$ cat config.mk
export PLATFORM = sky130hd
export DESIGN_NAME = id_stage
export DESIGN_NICKNAME = d
export VERILOG_FILES = /design/src/rtl/arm_pkg.sv /design/src/rtl/register_file.sv /design/src/rtl/id_stage.sv
export SDC_FILE = /design/constraint.sdc
export NUM_CORES = 1
export LEC_CHECK = 0
export CAP_MARGIN = 20
export CORE_MARGIN = 5
export CORE_UTILIZATION = 45
export DETAILED_ROUTE_END_ITERATION = 6
export GPL_TIMING_DRIVEN = 0
export RECOVER_POWER = 100
export SYNTH_ARGS = -nofsm -noshare
export SYNTH_HDL_FRONTEND = slang
export SYNTH_SLANG_ARGS = --single-unit
$ cat constraint.sdc
create_clock -name clk -period 9.9 [get_ports clk]
set_input_delay 0.99 -clock clk [delete_from_list [all_inputs] [get_ports clk]]
set_output_delay 0.99 -clock clk [all_outputs]
set_load 0.01 [all_outputs]
$ cat src/rtl/arm_pkg.sv
// Shared decode constants, condition codes and ID/EX control bundle for the ARM pipeline.
package arm_pkg;

    localparam logic [1:0] MODE_DP  = 2'b00;
    localparam logic [1:0] MODE_MEM = 2'b01;
    localparam logic [1:0] MODE_BR  = 2'b10;

    localparam logic [3:0] OP_MOV = 4'b1101;
    localparam logic [3:0] OP_MVN = 4'b1111;
    localparam logic [3:0] OP_ADD = 4'b0100;
    localparam logic [3:0] OP_ADC = 4'b0101;
    localparam logic [3:0] OP_SUB = 4'b0010;
    localparam logic [3:0] OP_SBC = 4'b0110;
    localparam logic [3:0] OP_AND = 4'b0000;
    localparam logic [3:0] OP_ORR = 4'b1100;
    localparam logic [3:0] OP_EOR = 4'b0001;
    localparam logic [3:0] OP_CMP = 4'b1010;
    localparam logic [3:0] OP_TST = 4'b1000;

    localparam logic [3:0] CMD_NOP = 4'b0000;
    localparam logic [3:0] CMD_MOV = 4'b0001;
    localparam logic [3:0] CMD_ADD = 4'b0010;
    localparam logic [3:0] CMD_ADC = 4'b0011;
    localparam logic [3:0] CMD_SUB = 4'b0100;
    localparam logic [3:0] CMD_SBC = 4'b0101;
    localparam logic [3:0] CMD_AND = 4'b0110;
    localparam logic [3:0] CMD_ORR = 4'b0111;
    localparam logic [3:0] CMD_EOR = 4'b1000;
    localparam logic [3:0] CMD_MVN = 4'b1001;

    typedef enum logic [3:0] {
        COND_EQ = 4'h0,
        COND_NE = 4'h1,
        COND_CS = 4'h2,
        COND_CC = 4'h3,
        COND_MI = 4'h4,
        COND_PL = 4'h5,
        COND_VS = 4'h6,
        COND_VC = 4'h7,
        COND_HI = 4'h8,
        COND_LS = 4'h9,
        COND_GE = 4'hA,
        COND_LT = 4'hB,
        COND_GT = 4'hC,
        COND_LE = 4'hD,
        COND_AL = 4'hE,
        COND_NV = 4'hF
    } cond_t;

    typedef struct packed {
        logic       wb_en;
        logic       mem_r_en;
        logic       mem_w_en;
        logic       b;
        logic       s;
        logic [3:0] cmd;
    } id_ex_ctrl_t;

endpackage

$ cat src/rtl/register_file.sv
// 16x32 register file with two combinational read ports and one write port.
// Optional same-cycle write-through bypass enabled by macro ID_WB_BYPASS_EN.
module register_file #(
    parameter int REG_CNT = 16,
    parameter int AW      = $clog2(REG_CNT)
) (
    input  logic          clk,
    input  logic          rst,
    input  logic [AW-1:0] rd_addr1,
    input  logic [AW-1:0] rd_addr2,
    output logic [31:0]   rd_data1,
    output logic [31:0]   rd_data2,
    input  logic          wr_en,
    input  logic [AW-1:0] wr_addr,
    input  logic [31:0]   wr_data
);

    logic [31:0] regs [REG_CNT];

    always_ff @(posedge clk) begin
        if (!rst) begin
            for (int i = 0; i < REG_CNT; i++) begin
                regs[i] <= '0;
            end
        end else if (wr_en) begin
            regs[wr_addr] <= wr_data;
        end
    end

`ifdef ID_WB_BYPASS_EN
    // Write-through lets a same-cycle WB result reach the ID/EX operands.
    always_comb begin
        rd_data1 = regs[rd_addr1];
        rd_data2 = regs[rd_addr2];
        if (wr_en && (wr_addr == rd_addr1)) begin
            rd_data1 = wr_data;
        end
        if (wr_en && (wr_addr == rd_addr2)) begin
            rd_data2 = wr_data;
        end
    end
`else
    always_comb begin
        rd_data1 = regs[rd_addr1];
        rd_data2 = regs[rd_addr2];
    end
`endif

endmodule

$ cat src/rtl/id_stage.sv
// ARM instruction-decode stage: register file, control decoder, condition check, ID/EX register.
// Optional macro ID_WB_BYPASS_EN enables write-through bypass in the register file.
module id_stage
    import arm_pkg::*;
#(
    parameter int PC_W    = 10,
    parameter int REG_CNT = 16
) (
    input  logic            clk,
    input  logic            rst,
    input  logic [31:0]     instr_in,
    input  logic [PC_W-1:0] pc_in,
    input  logic            wb_en,
    input  logic [3:0]      wb_dest,
    input  logic [31:0]     wb_value,
    input  logic [3:0]      status_in,
    input  logic            hazard_stall,
    input  logic            flush,
    output logic [3:0]      src1,
    output logic [3:0]      src2,
    output logic            two_src,
    output logic            ex_wb_en,
    output logic            ex_mem_r_en,
    output logic            ex_mem_w_en,
    output logic            ex_b,
    output logic            ex_s,
    output logic [3:0]      ex_cmd,
    output logic [PC_W-1:0] ex_pc,
    output logic [31:0]     ex_val_rn,
    output logic [31:0]     ex_val_rm,
    output logic            ex_imm,
    output logic [11:0]     ex_shift_operand,
    output logic [23:0]     ex_signed_imm_24,
    output logic [3:0]      ex_dest,
    output logic [3:0]      ex_src1,
    output logic [3:0]      ex_src2
);

    logic [1:0]  mode;
    logic [3:0]  opcode;
    logic        s_bit;
    logic        imm;
    cond_t       cond;
    logic        flag_n, flag_z, flag_c, flag_v;
    logic        cond_ok;
    logic        dp_valid;
    id_ex_ctrl_t dec_ctrl;
    id_ex_ctrl_t ctrl;
    id_ex_ctrl_t ex_ctrl;
    logic [31:0] val_rn;
    logic [31:0] val_rm;

    assign mode   = instr_in[27:26];
    assign opcode = instr_in[24:21];
    assign s_bit  = instr_in[20];
    assign imm    = instr_in[25];
    assign cond   = cond_t'(instr_in[31:28]);

    assign {flag_n, flag_z, flag_c, flag_v} = status_in;

    always_comb begin
        dec_ctrl = '0;
        dp_valid = 1'b1;
        case (mode)
            MODE_DP: begin
                case (opcode)
                    OP_MOV:  begin dec_ctrl.cmd = CMD_MOV; dec_ctrl.wb_en = 1'b1; end
                    OP_MVN:  begin dec_ctrl.cmd = CMD_MVN; dec_ctrl.wb_en = 1'b1; end
                    OP_ADD:  begin dec_ctrl.cmd = CMD_ADD; dec_ctrl.wb_en = 1'b1; end
                    OP_ADC:  begin dec_ctrl.cmd = CMD_ADC; dec_ctrl.wb_en = 1'b1; end
                    OP_SUB:  begin dec_ctrl.cmd = CMD_SUB; dec_ctrl.wb_en = 1'b1; end
                    OP_SBC:  begin dec_ctrl.cmd = CMD_SBC; dec_ctrl.wb_en = 1'b1; end
                    OP_AND:  begin dec_ctrl.cmd = CMD_AND; dec_ctrl.wb_en = 1'b1; end
                    OP_ORR:  begin dec_ctrl.cmd = CMD_ORR; dec_ctrl.wb_en = 1'b1; end
                    OP_EOR:  begin dec_ctrl.cmd = CMD_EOR; dec_ctrl.wb_en = 1'b1; end
                    OP_CMP:  dec_ctrl.cmd = CMD_SUB;
                    OP_TST:  dec_ctrl.cmd = CMD_AND;
                    default: dp_valid = 1'b0;
                endcase
                dec_ctrl.s = s_bit & dp_valid;
            end
            MODE_MEM: begin
                dec_ctrl.cmd = CMD_ADD;
                if (s_bit) begin
                    dec_ctrl.mem_r_en = 1'b1;
                    dec_ctrl.wb_en    = 1'b1;
                end else begin
                    dec_ctrl.mem_w_en = 1'b1;
                end
            end
            MODE_BR: begin
                dec_ctrl.b   = 1'b1;
                dec_ctrl.cmd = CMD_NOP;
            end
            default: dec_ctrl = '0;
        endcase
    end

    always_comb begin
        cond_ok = 1'b0;
        case (cond)
            COND_EQ: cond_ok = flag_z;
            COND_NE: cond_ok = !flag_z;
            COND_CS: cond_ok = flag_c;
            COND_CC: cond_ok = !flag_c;
            COND_MI: cond_ok = flag_n;
            COND_PL: cond_ok = !flag_n;
            COND_VS: cond_ok = flag_v;
            COND_VC: cond_ok = !flag_v;
            COND_HI: cond_ok = flag_c && !flag_z;
            COND_LS: cond_ok = !flag_c || flag_z;
            COND_GE: cond_ok = (flag_n == flag_v);
            COND_LT: cond_ok = (flag_n != flag_v);
            COND_GT: cond_ok = !flag_z && (flag_n == flag_v);
            COND_LE: cond_ok = flag_z || (flag_n != flag_v);
            COND_AL: cond_ok = 1'b1;
            default: cond_ok = 1'b0;
        endcase
    end

    // A failed condition squashes every control bit, turning the instruction into a NOP.
    assign ctrl    = cond_ok ? dec_ctrl : '0;
    assign src1    = instr_in[19:16];
    assign src2    = ctrl.mem_w_en ? instr_in[15:12] : instr_in[3:0];
    assign two_src = !imm || ctrl.mem_w_en;

    register_file #(
        .REG_CNT (REG_CNT)
    ) u_register_file (
        .clk      (clk),
        .rst      (rst),
        .rd_addr1 (src1),
        .rd_addr2 (src2),
        .rd_data1 (val_rn),
        .rd_data2 (val_rm),
        .wr_en    (wb_en),
        .wr_addr  (wb_dest),
        .wr_data  (wb_value)
    );

    // Stall inserts a bubble by zeroing control only; flush kills the whole slot.
    always_ff @(posedge clk) begin
        if (!rst || flush) begin
            ex_ctrl          <= '0;
            ex_pc            <= '0;
            ex_val_rn        <= '0;
            ex_val_rm        <= '0;
            ex_imm           <= 1'b0;
            ex_shift_operand <= '0;
            ex_signed_imm_24 <= '0;
            ex_dest          <= '0;
            ex_src1          <= '0;
            ex_src2          <= '0;
        end else begin
            ex_ctrl          <= hazard_stall ? '0 : ctrl;
            ex_pc            <= pc_in;
            ex_val_rn        <= val_rn;
            ex_val_rm        <= val_rm;
            ex_imm           <= imm;
            ex_shift_operand <= instr_in[11:0];
            ex_signed_imm_24 <= instr_in[23:0];
            ex_dest          <= instr_in[15:12];
            ex_src1          <= src1;
            ex_src2          <= src2;
        end
    end

    assign ex_wb_en    = ex_ctrl.wb_en;
    assign ex_mem_r_en = ex_ctrl.mem_r_en;
    assign ex_mem_w_en = ex_ctrl.mem_w_en;
    assign ex_b        = ex_ctrl.b;
    assign ex_s        = ex_ctrl.s;
    assign ex_cmd      = ex_ctrl.cmd;

endmodule

==> metrics.md, run 1 <==
| Metric | Value |
|---|---|
| Cell chosen for the clock root | `clkbuf_16` |
| Drt pass-1 iters | `6` |
| Slew @ Worst Pin | `3718 ps` |
| Layout Skew | `21.47 ps` |
| Unrepaired setup endpoints after global routing | `false` |
| Cts repair resizes | `0` |
| Final slew viol count | `434` |
| FF+latch area | `0.01762 mm^2` |
| CTS Sinks | `approximately 620` |
| Dpl ws | `a little under 4000 ps` |
| Setup CP Type | `in -> reg` |
| Hold-fix buffers, CTS | `0` |
| Post-Syn Area per Cell | `roughly 13 um^2` |
| Final period util | `0.7529` |
| Insertion delay to the later sink of the worst-skew pair | `630 ps` |
| HP Class | `reg -> reg` |
| Crit path required time | `between 10000 and 15000 ps` |
| Post-synth EDFFs | `512` |
| Worst hold path depth | `3` |
| Post-synthesis register bit count | `624` |
| First-pass GRT wire length | `180.5 mm` |
| I/O pin cnt | `~230` |
| Synth Flop Type | `edfxtp_1` |
| F_max | `roughly 130 MHz` |
| Asr flop ratio synth | `0` |
| Nets | `~2800` |
| Full die area | `~0.075 mm^2` |
| Final Setup Violations | `0` |
| Post-route ant nets | `0` |
| Reg-to-reg slack, setup | `8100 ps` |
| Post-synth top area cell | `edfxtp_1` |
| Status | `complete, but fails checks` |
| Post-Syn Area | `approximately 0.031 mm^2` |
| Post-DP HPWL | `around 90 mm` |
| Number of global-route vias before repair | `23780` |
| # fillers | `slightly below 6000` |
| Sw power | `1.773 mW` |
| Start point of the worst hold path | `u_register_file.regs[2][5]` |
| Synth unique cells | `64` |
| DR iter-0 viols | `4392` |
| Initial antenna violation count | `16` |
| Vias per cell | `6.578` |
| Final Wtd Congestion | `approximately 0.97` |
| Chip width | `274.1 um` |
| FF-to-FF path depth | `3` |
| Warnings, synthesis | `0` |
| Hold EP | `ex_val_rm[5]` |
| Fin cells | `3724` |
| CTS tree | `done` |
| Period minus WS final | `7454 ps` |
| Power Density | `179.5 mW/mm^2` |
| Core Area | `just under 0.07 mm^2` |
| Most frequent cells after synthesis | `and2_1, edfxtp_1, a211oi_1` |
| Largest fanout on the critical path | `10` |
| Pleak | `between 10 and 15 nW` |
| Num rows | `96` |
| Worst r2r dst | `ex_val_rn[0]` |
| Mapped Cells | `2387` |
| CP Data Arrival Time | `7970 ps` |
| Multi-input logic area | `0.01238 mm^2` |
| Post-Route WL | `134.3 mm` |
| Die height | `roughly 270 um` |
| Crit Reg-Reg Startpoint | `u_register_file.regs[7][0]` |
| Area grow syn2layout | `19.25%` |
| Power, Total | `6.718 mW` |
| Failing checks | `max-capacitance violations, max-slew violations` |
| Yosys top cell area share | `0.4899` |
| Total GRT Usage | `0.3474` |
| Sw Ratio | `0.2639` |
| Fin. Hold Viols | `0` |
| Mapped Nets | `about 2500` |
| Clk pwr share | `0.402` |
| Worst setup EP type | `register` |
| Placed insts | `3582` |
| H-tree level count | `3` |
| I/O Buffers | `about 220` |
| CTS Buf Count | `70` |
| Initial Utilization | `0.4560` |
| # DRC | `0` |
| Layout cell share with drive strength beyond 1 | `0.1400` |
| GR Overflow Total | `0` |
| Fin Setup TNS | `0 ps` |
| Sequential area share after synthesis | `0.5613` |
| Combinational share of power | `0.141` |
| Final worst setup slack | `2446 ps` |
| Synth top area cells | `edfxtp_1, mux4_2, and2_1, dfxtp_1, a211oi_1` |
| Clock Pin Slew Worst Setup and Hold Paths | `60 ps` |
| Via count | `about 24000` |
| Pint | `4.945 mW` |
| Top-count cell post-synth | `and2_1` |
| Largest net degree at the start of global routing | `33` |
| Setup Fix Bufs, Post-CTS | `0` |
| Seq pwr share | `0.457` |
| Slew Limit Headroom | `-1.505` |
| CTS Buffer Depth | `3` |
| Wire per inst | `36.06 um` |
| VDD IR max | `0.0001056 V` |
| Worst setup SP type | `primary input` |
| Count of max-cap constraint violations | `27` |
[worst max-delay path: stages]
cell	delay, ps
dlygate4sd3_1	630
clkbuf_1	250
nor3b_1	240
a21oi_1	60
o31a_1	290
a2bb2oi_1	230
clkbuf_1	370
nand2_1	380
a31oi_1	2020
clkbuf_1	1250
a211oi_1	120
a2111oi_0	700
a22o_1	410
[worst max path at each step]
stage | startpoint | end | depth (start not counted) | slack [ps]
6_report | instr_in[29] | ex_val_rm[0] | 13 | 2450
5_1_grt | instr_in[29] | src2[2] | 13 | 2400
4_1_cts | instr_in[26] | src2[2] | 12 | 3920
3_5_place_dp | instr_in[26] | src2[2] | 12 | 3940
3_3_place_gp | rst | u_register_file.regs[12][26] | 6 | 280
2_1_floorplan | rst | u_register_file.regs[4][0] | 5 | 5350
[state kept, by name, summed over array words and instances (netlist names), 4 cells and up]
signal and flops:
ex_signed_imm_24 13, ex_cmd 4, u_register_file.regs 512, ex_src2 4
ex_val_rn 32, ex_shift_operand 11, ex_pc 10, ex_val_rm 32
[through the flow]
step                      hold slack [ps]  instance area [um^2]  utilization
after floorplan                     593.0                 31390            -
after global placement              664.6                 34780       0.5054
after detailed placement            658.6                 35790       0.5199
after CTS                           678.1                 38160       0.5544
after global routing                710.3                 37410       0.5436
final                               684.2                 37430       0.5438
[cell usage in the layout (no fill, tap or decap), types with 72 or more instances in the layout]
cell type	instances
edfxtp_1	512
and2_0	305
and2_1	270
clkbuf_1	206
a211oi_1	205
mux4_2	160
dlygate4sd3_1	139
dfxtp_1	112
and3_1	106
clkdlybuf4s50_1	84
clkbuf_16	77
nor2b_1	72
[routing by layer]
metal	global-route usage	wire [um]
met3	0.1369	20900
met4	0.1906	9067
met1	0.4487	48210
met2	0.5020	56020
met5	0.009868	98
[layout make-up]
cell class | count | share of cell area
repair buffers | 270 | 0.07107
well taps | 931 | 0.03112
diodes | 8 | 0.0005348
multi-input cells | 1499 | 0.3307
inverters | 15 | 0.001571
flip-flops and latches | 624 | 0.4707
clock buffers | 111 | 0.05863
plain buffers | 249 | 0.03105
clock inverters | 17 | 0.004680
[logic make-up (layout without fill, tap and decap cells)]
logic type / Yosys count / in the layout / share of synthesized area
AOI/OAI and AO/OA: 374 / 374 / 0.09619
other: 0 / 8 / 0
and+or+nand+nor: 928 / 928 / 0.1762
muxes: 195 / 195 / 0.1263
xor gates and xnor gates: 2 / 2 / 0.0005582
DFF: 624 / 624 / 0.5613
buffers and inverters: 264 / 662 / 0.03947
[power groups by stage]
| stage | clock, mW | combinational (mW) | sequential [mW] |
|---|---|---|---|
| floorplan | 0 | 0.474 | 3.11 |
| global placement | 0 | 0.907 | 3.13 |
| detailed placement | 0 | 0.963 | 3.12 |
| global route | 2.81 | 0.955 | 3.08 |
| CTS | 2.70 | 0.967 | 3.06 |
| finish | 2.70 | 0.948 | 3.07 |
Power figures use the tool's default switching activity.
==> inputs of run 2 (changes only) <==
--- a/config.mk
+++ b/config.mk
@@ -10,6 +10,7 @@
 export CORE_UTILIZATION = 45
 export DETAILED_ROUTE_END_ITERATION = 6
 export GPL_TIMING_DRIVEN = 0
+export PLACE_DENSITY = 0.66
 export RECOVER_POWER = 100
 export SYNTH_ARGS = -nofsm -noshare
 export SYNTH_HDL_FRONTEND = slang
==> constraint.sdc (replaced) <==
create_clock -name clk -period 6.7 [get_ports clk]
set_input_delay 0.67 -clock clk [delete_from_list [all_inputs] [get_ports clk]]
set_output_delay 0.67 -clock clk [all_outputs]
set_load 0.01 [all_outputs]
==> run 2 against run 1 <==
The flow still finishes with violations (max-capacitance violations, max-slew violations). Total power up 52%. Clock power up 58%. Final cell count increased by 0.11%. Hold slack worse by 120 ps. Setup slack worse by 2000 ps. Core utilization is 0.41 points higher. Wire length is 1.3% lower.
==> metrics.md, run 2 (synthesized netlist as in run 1, its figures left out) <==
| Metric | Value |
|---|---|
| Multi-input logic area | `0.01241 mm^2` |
| DR iter-0 viols | `3873` |
| I/O pin cnt | `228` |
| Number of global-route vias before repair | `roughly 24000` |
| Pleak | `13.31 nW` |
| Period minus WS final | `6220 ps` |
| Most common cell after layout, fill and taps aside | `edfxtp_1` |
| I/O Buffers | `223` |
| Chip width | `274.1 um` |
| CTS Buffer Depth | `3` |
| Layout Skew | `31.54 ps` |
| Largest fanout on the critical path | `20` |
| Failing checks | `max-capacitance violations, max-slew violations` |
| Final slew viol count | `360` |
| Combinational share of power | `0.138` |
| Fin. Hold Viols | `0` |
| Total GRT Usage | `0.3431` |
| CP Data Arrival Time | `6440 ps` |
| Setup CP Type | `in -> reg` |
| Worst setup SP type | `primary input` |
| Crit path required time | `~6900 ps` |
| Drt pass-1 iters | `6` |
| Area after DPL | `roughly 0.036 mm^2` |
| CP cell instances | `dlygate4sd3_1 > clkbuf_1 > nand4_1 > o21ai_0 > clkbuf_1` |
| Insertion delay to the later sink of the worst-skew pair | `between 600 and 700 ps` |
| Layout cell share with drive strength beyond 1 | `0.1487` |
| Area grow syn2layout | `20.16%` |
| VDD IR max | `approximately 0.00015 V` |
| Core Area | `0.06883 mm^2` |
| Post-Route WL | `132.5 mm` |
| Fin util | `0.5479` |
| Cts repair resizes | `0` |
| Seq pwr share | `0.444` |
| CTS tree | `done` |
| Clock Pin Slew Worst Setup and Hold Paths | `60 ps` |
| Largest stage delay on the critical path | `2680 ps` |
| GR Overflow Total | `0` |
| # fillers | `5792` |
| Initial Utilization | `0.4560` |
| FF+latch area | `about 0.018 mm^2` |
| Wire per inst | `35.55 um` |
| Sw Ratio | `0.2618` |
| H-tree level count | `3` |
| Final Wtd Congestion | `0.9642` |
| Clk pwr share | `0.418` |
| Final Setup Violations | `0` |
| CP most frequent cell | `clkbuf_1` |
| Largest register FFs | `512` |
| Power Density | `271.0 mW/mm^2` |
| HP Class | `in -> reg` |
| Die height | `274.1 um` |
| CTS Buf Count | `71` |
| CTS Sinks | `624` |
| Full die area | `about 0.075 mm^2` |
| Post-DP HPWL | `89.20 mm` |
| Vias per cell | `around 6.6` |
| Unrepaired setup endpoints after global routing | `false` |
| Nets | `2812` |
| Cell chosen for the clock root | `clkbuf_16` |
| Via count | `~25000` |
| Reg with most FFs | `u_register_file.regs` |
| Hold-fix buffers, CTS | `0` |
| # DRC | `0` |
| Slew @ Worst Pin | `~4700 ps` |
| Count of max-cap constraint violations | `23` |
| Sw power | `2.675 mW` |
| Initial antenna violation count | `7` |
| Final period util | `0.9284` |
| Hold Slack | `563.3 ps` |
| Power, Total | `between 10 and 15 mW` |
| Most frequent cells in the layout | `edfxtp_1, and2_0, and2_1` |
| Slew Limit Headroom | `-2.133` |
| Post-route ant nets | `0` |
| First-pass GRT wire length | `approximately 180 mm` |
| Critical path's slowest cell | `o21ai_0` |
| Pint | `7.544 mW` |
| Worst setup EP type | `register` |
| Final instance area | `0.03771 mm^2` |
| Largest regs | `u_register_file.regs (512), ex_val_rm (32), ex_val_rn (32)` |
| CP bufs+invs | `3` |
| F_max | `160.8 MHz` |
| Setup Fix Bufs, Post-CTS | `0` |
| CP top delay family | `compound AO/OA/AOI/OAI gates` |
| Largest net degree at the start of global routing | `22` |
| Status | `complete, but fails checks` |
| Num rows | `96` |
## run 2: cell types whose count changed in the layout (fill, tap and decap cells not counted), sizes merged, moves of 4 or more
cell / before / now
buf: 110 / 115
bufinv: 3 / 12
clkbuf: 297 / 272
diode: 8 / 13
clkinv: 11 / 15
clkinvlp: 1 / 6
## run 2: cell type report
type / instances / share of cell area
sequential: 624 / 0.4671
multi-input combinational: 1499 / 0.3292
timing repair buffer: 265 / 0.07216
clock buffer: 96 / 0.05371
buffer: 249 / 0.03105
tap: 931 / 0.03089
clock inverter: 36 / 0.01344
inverter: 15 / 0.001559
antenna: 13 / 0.0008626
## run 2: path summary, 6_finish.rpt
path | start | to | slack, ps | cells past startpoint
max | rst | u_register_file.regs[7][26] | 480 | 5
min | instr_in[13] | ex_signed_imm_24[13] | 560 | 2
max reg2reg | u_register_file.regs[7][0] | ex_val_rn[0] | 4840 | 3
min reg2reg | u_register_file.regs[2][18] | ex_val_rm[18] | 700 | 3
## run 2: worst register-to-register path, stage by stage, from the launching register on
cell and delay, ps:
edfxtp_1 410, mux4_2 520, mux4_2 470, and2_0 290
## run 2: metal layers
layer  vias up  track usage  share of wire
met2      2413       0.5096           0.43
met5         -            0        0.00032
li1       9638            -              -
met1     12120       0.4274           0.34
met4         4       0.2016          0.072
met3       558       0.1327           0.16
## run 2: power by group through the flow
| stage | registers [mW] | clock network (mW) | logic, mW |
|---|---|---|---|
| global placement | 4.62 | 0 | 1.33 |
| finish | 4.54 | 4.27 | 1.41 |
| CTS | 4.52 | 4.26 | 1.42 |
| global route | 4.55 | 4.43 | 1.42 |
| floorplan | 4.59 | 0 | 0.701 |
| detailed placement | 4.61 | 0 | 1.41 |
## run 2: stage by stage
stage | TNS (ps) | setup WS (ps) | instances
after detailed placement | 0 | 1280 | 3577
after CTS | 0 | 1265 | 3709
final | 0 | 479.6 | 3728
after global placement | -691910 | -2390 | 3541
after floorplan | 0 | 2467 | 2387
after global routing | 0 | 485.5 | 3718
